### config.mk
export PLATFORM = sky130hd
export DESIGN_NAME = hsk_rx_port
export DESIGN_NICKNAME = d
export VERILOG_FILES = /design/src/rtl/hsk_rx_port.sv
export SDC_FILE = /design/constraint.sdc
export NUM_CORES = 1
export LEC_CHECK = 0
export ABC_AREA = 1
export CAP_MARGIN = 0
export CORE_MARGIN = 4
export CORE_UTILIZATION = 45
export DETAILED_ROUTE_END_ITERATION = 6
export GPL_ROUTABILITY_DRIVEN = 0
export PLACE_DENSITY = 0.67
export SYNTH_ARGS = -nofsm -noshare
export SYNTH_HDL_FRONTEND = slang
export SYNTH_SLANG_ARGS = --single-unit
### constraint.sdc
create_clock -name g_clk -period 2.4 [get_ports g_clk]
set_clock_uncertainty 0.1 [all_clocks]
set_input_delay 0.36 -clock g_clk [delete_from_list [all_inputs] [get_ports g_clk]]
set_output_delay 0.36 -clock g_clk [all_outputs]
set_load 0.005 [all_outputs]
### src/rtl/hsk_rx_port.sv
// Receiver for the processor byte-output handshake; optional HSK_RX_SYNC_EN adds a 2-flop request synchronizer.
// Latency: ack 1 edge after request (3 with sync), byte visible on dout the same edge it is accepted.
// Backpressure: ack is withheld while the FIFO is full; downstream pops on dout_valid & dout_ready.
module hsk_rx_port #(
    parameter int DEPTH = 4,
    parameter int AW    = 2
) (
    input  logic          g_clk,
    input  logic          g_clr,
    input  logic [7:0]    bus_out,
    input  logic          hsk_out,
    output logic          hsk_in,
    output logic [7:0]    dout,
    output logic          dout_valid,
    input  logic          dout_ready,
    output logic [AW:0]   level,
    output logic [7:0]    xfer_cnt
);

    typedef enum logic {
        IDLE = 1'b0,
        ACK  = 1'b1
    } state_t;

    localparam logic [AW:0] PTR_ONE   = (AW+1)'(1);
    localparam logic [AW:0] LEVEL_MAX = (AW+1)'(DEPTH);

    state_t      state;
    logic        req;
    logic [7:0]  mem [DEPTH];
    logic [AW:0] wr_ptr;
    logic [AW:0] rd_ptr;
    logic        full;
    logic        push;
    logic        pop;

`ifdef HSK_RX_SYNC_EN
    logic [1:0] sync_q;

    always_ff @(posedge g_clk or posedge g_clr) begin
        if (g_clr) begin
            sync_q <= 2'b00;
        end else begin
            sync_q <= {sync_q[0], hsk_out};
        end
    end

    assign req = sync_q[1];
`else
    assign req = hsk_out;
`endif

    // Full uses the registered level, so a same-edge pop never frees room for a push.
    assign level      = wr_ptr - rd_ptr;
    assign full       = (level == LEVEL_MAX);
    assign dout_valid = (level != '0);
    assign dout       = mem[rd_ptr[AW-1:0]];
    assign push       = (state == IDLE) && req && !full;
    assign pop        = dout_valid && dout_ready;

    always_ff @(posedge g_clk or posedge g_clr) begin
        if (g_clr) begin
            state    <= IDLE;
            hsk_in   <= 1'b0;
            xfer_cnt <= 8'd0;
        end else begin
            case (state)
                IDLE: begin
                    if (push) begin
                        state    <= ACK;
                        hsk_in   <= 1'b1;
                        xfer_cnt <= xfer_cnt + 8'd1;
                    end
                end
                ACK: begin
                    if (!req) begin
                        state  <= IDLE;
                        hsk_in <= 1'b0;
                    end
                end
                default: begin
                    state  <= IDLE;
                    hsk_in <= 1'b0;
                end
            endcase
        end
    end

    always_ff @(posedge g_clk or posedge g_clr) begin
        if (g_clr) begin
            wr_ptr <= '0;
            rd_ptr <= '0;
            for (int i = 0; i < DEPTH; i++) begin
                mem[i] <= 8'd0;
            end
        end else begin
            if (push) begin
                mem[wr_ptr[AW-1:0]] <= bus_out;
                wr_ptr              <= wr_ptr + PTR_ONE;
            end
            if (pop) begin
                rd_ptr <= rd_ptr + PTR_ONE;
            end
        end
    end

endmodule

# == Word-level counts from Yosys, hierarchy flattened ==
# Cells that the tools add are included.
# word_totals
regBits,48
inputBits,12
output_inout_bits,21
word_cells,42
# classes
n_addsub,4
magnitude_cmp,3
n_eq_ne,3
n_mux,12
bitwise,3
reduce_logical,8
# ops
operator,n
$bwmux 32,1
$mux 8,3
$bmux 8 s2,1
$demux 8 s2,1
$add 8x1->8 const B,1
$add 3x1->3 const B,2
$ge 3x3->1 const B,2
$not 2->3,2
$logic_and 1x1->1,4
$mux 1,4
$ne 2x2->1 const B,2
$pmux 1 s2,2
$reduce_and 2->1,2
$eq 3x3->1 const B,1
$lt 3x1->1 const B,1
$reduce_bool 3->1,1
$sub 3x3->3,1
$logic_not 1->1,1
$not 1->1,1

# == Depth between registers and ports, before layout ==
# depth
depth_word,6
depth_mapped,12
ltp_nobuf,11

# == Worst setup path after synthesis ==
# No wires, ideal clock.
# synth_timing
path_type,reg2reg
from,register wr_ptr[0]
to,register xfer_cnt[5]
setup_ps,117
t_arrival_ps,1790
t_required_ps,2183
path_slack_ps,393
stages_incl_launch_ff,11
path_buffers,1
period_less_slack_ps,2007
cell_sequence,dfrtp_1 inv_1 ha_1 fa_1 inv_1 nand2_1 nand3_2 nand3_4 buf_4 nand3_1 nand2_1
# synth_between
elab_chain_cells,5
# synth_rtl
element,line_no,source
from (decl),31,logic [AW:0] wr_ptr;
from (signal assigned),99,wr_ptr <= wr_ptr + PTR_ONE;
$sub 3x3->3,54,assign level = wr_ptr - rd_ptr;
$eq 3x3->1,55,assign full = (level == LEVEL_MAX);
$logic_not 1->1,58,assign push = (state == IDLE) && req && !full;
$logic_and 1x1->1,58,
$reduce_and 2->1 (no source line),--,
to (signal assigned),72,xfer_cnt <= xfer_cnt + 8'd1;
to (decl),17,output logic [7:0] xfer_cnt
# No other way between the ends.
# A chain may end at the register's enable or synchronous reset.

# == Worst setup path after layout ==
# layout_timing
from,register wr_ptr[0]
to,output dout_valid
# layout_between
elab_chain_cells,2
# layout_rtl
element,line_no,source
$sub 3x3->3,54,
$reduce_bool 3->1,56,assign dout_valid = (level != '0);
to (decl),14,"output logic dout_valid,"
# No other way between the ends.

==> flow_metrics.env <==
export IMPL_instances_no_fill=425
export IMPL_finalPower_mw=4.65
export IMPL_switchingPower_mw=1.99
export IMPL_diodes=0
export IMPL_mostFrequentLayoutCells="nand2_1 (106), dfrtp_1 (48), nand4_1 (34), o21ai_0 (22), clkdlybuf4s50_1 (21)"
export IMPL_cts_hold_buf=0
export IMPL_vias=2244
export IMPL_comb_power_share_pct=56.3
export IMPL_clock_fmax_ghz=0.439
export IMPL_rsz0062_at_grt="no"
export IMPL_grt_usage_pct=19.2
export IMPL_antenna_found_initial=0
export IMPL_period_share_pct=95.0
export IMPL_setup_tns_final_ns=0
export IMPL_p_int_mw=2.66
export IMPL_end_kind="primary output"
export IMPL_slowest_delay_ns=0.54
export IMPL_cp_top_family="adder cells"
export IMPL_drt_wl_total_um=6390
export IMPL_cts_inserted_buffers=5
export IMPL_h_tree_depth=2
export IMPL_place_ws_ns=0.119
export IMPL_synth_area_leader_cell="dfrtp_1"
export IMPL_drt_iter0_markers=173
export IMPL_clock_sinks=48
export IMPL_syn_area_per_cell_um2=8.22
export IMPL_syn_to_final_growth_pct=25.0
export IMPL_seq_power_share_pct=29.8
export IMPL_synth_area_um2=2550
export IMPL_crit_slowest_cell="fa_2"
export IMPL_place_inst=411
export IMPL_switching_share_pct=42.7
export IMPL_ys_types=24
export IMPL_port_buffers=32
export IMPL_grt_max_degree=49
export IMPL_finalMaxSlewViolations=0
export IMPL_start_util_pct=46.4
export IMPL_drc=0
export IMPL_cts_tree="done"
export IMPL_peakVddDrop_mv=0.690
export IMPL_insertion_delay_ns=0.31
export IMPL_ys_seq_area_share_pct=47.0
export IMPL_grt_pass1_vias=2184
export IMPL_die_area_um2=6950
export IMPL_critPathBufInv=3
export IMPL_hpwlAfterDp_um=4030
export IMPL_crit_arrival_ns=1.82
export IMPL_status="completed"
export IMPL_grt_overflow=0
export IMPL_wl_per_cell_um=15.0
export IMPL_nFillCells=507
export IMPL_power_share_clock_pct=14.0
export IMPL_clockBufferDepth=2
export IMPL_drive_gt1_share_pct=13.3
export IMPL_worstPathRequired_ns=1.94
export IMPL_die_h_um=83.4
export IMPL_firstDrtPassIters=4
export IMPL_setup_viol=0
export IMPL_final_antenna_net_count=0
export IMPL_routed_via_density=5.28
export IMPL_yosysTopAreaCellShare_pct=47.0
export IMPL_ys_warn_count=0
export IMPL_hold_viol=0
export IMPL_worst_setup_path_start_kind="register"
export IMPL_whs_ns=0.295
export IMPL_crit_fanout=4
export IMPL_holdCritPathClass="input pin to asynchronous set/reset pin"
export IMPL_p_leak_nw=1.66
export IMPL_final_common_cell="nand2_1"
export IMPL_cap_viol_max_count=0
export IMPL_cellPowerDensity_nw_per_um2=1460
export IMPL_relSlewSlack_pct=65.9
export IMPL_ys_seq_elements=48
export IMPL_root_buffer="clkbuf_8"
export IMPL_fin_ws_ns=0.120
export IMPL_coreArea_um2=5510
export IMPL_grt_pass1_wl_um=10800
export IMPL_cp_cell_sequence="inv_1, ha_2, fa_2, nand2_1, inv_2, nand3_4, clkbuf_2"
export IMPL_die_width_um=83.4
export IMPL_synthTopCellsByArea="dfrtp_1 (47%), nand2_1 (16%), nand4_1 (8.3%)"
export IMPL_nets=372
export IMPL_num_rows=27
export IMPL_top_level_ports=33
export IMPL_path_clk_slew_ns=0.09
export IMPL_critPathKind="register to primary output"
export IMPL_fin_crit_ns=2.28
export IMPL_worstMarginPinSlew_ns=0.511
export IMPL_syn_inst=311
export IMPL_synth_nets=331
-- sequential cells by signal, summed over array words and instances (netlist names) --
| signal | flops |
|---|---|
| mem | 32 |
| hsk_in | 1 |
| xfer_cnt | 8 |
| wr_ptr | 3 |
| rd_ptr | 3 |
| state | 1 |
-- routing by layer --
metal / vias to the layer above / part of all wire [%] / global-route usage, %
met1: 1054 / 44 / 26.7
met4: 0 / 1.1 / 7.58
met5: - / 0 / 0
met2: 70 / 49 / 29.2
li1: 1115 / - / -
met3: 5 / 5.9 / 4.07
-- worst min-delay path, cell delays in order --
cell and delay, ns:
clkdlybuf4s50_1 0.41, inv_2 0.07, buf_12 0.24
-- path summary, 6_finish.rpt --
path | start | endpoint | slack (ns) | depth (start not counted)
max | wr_ptr[0] | dout_valid | 0.12 | 7
min | g_clr | mem[5] | 0.29 | 3
max reg2reg | wr_ptr[0] | mem[23] | 0.15 | 10
min reg2reg | mem[10] | mem[10] | 0.37 | 2
max in group asynchronous | g_clr | mem[12] | 1.67 | 3
min in group g_clk | mem[10] | mem[10] | 0.37 | 2
-- per-stage QoR --
stage,instance area (um2),util (%)
final,3190,58.0
after global routing,3190,58.0
after CTS,3140,57.0
after detailed placement,2980,54.1
after global placement,2980,54.1
after floorplan,2550,-
-- cell families (layout without fill, tap and decap cells) --
group / count (synthesis) / count (layout) / share of synthesized area [%]
AND/OR/NAND/NOR: 184 / 184 / 33.8
flip-flops: 48 / 48 / 47.0
buffers and inverters: 36 / 78 / 6.95
AO/OA/AOI/OAI: 30 / 30 / 6.27
adder cells (fa/ha/maj): 8 / 8 / 4.21
XOR/XNOR: 5 / 5 / 1.71
-- power groups by stage --
stage	logic (mW)	clock network [mW]	registers (mW)
finish	2.62	0.650	1.38
floorplan	1.57	0	1.35
detailed placement	2.51	0	1.39
global route	2.92	0.694	1.43
global placement	2.48	0	1.38
CTS	2.54	0.660	1.38
-- Yosys cell counts, drive strengths merged --
library cell  number
clkbuf             8
nand3b             1
ha                 7
fa                 1
buf                9
xnor2              4
nor2              19
nand3             20
nand4             34
xor2               1
nand2            110
o21ai             22
o22ai              8
dfrtp             48
inv               19
-- repair_timing --
item	in CTS	in global routing
resized for setup	11	12
setup endpoints to repair	11	40
pin swaps	2	1
setup buffers	2	4
-- cell type report --
type | instances | area [um2] | area share (%)
sequential | 48 | 1200 | 37.6
clock buffer | 7 | 96.3 | 3.02
timing repair buffer | 51 | 508 | 15.9
multi-input combinational | 227 | 1190 | 37.4
clock inverter | 1 | 30.0 | 0.940
tap | 72 | 90.1 | 2.82
inverter | 19 | 75.1 | 2.35
(Power assumes the default switching activity.)
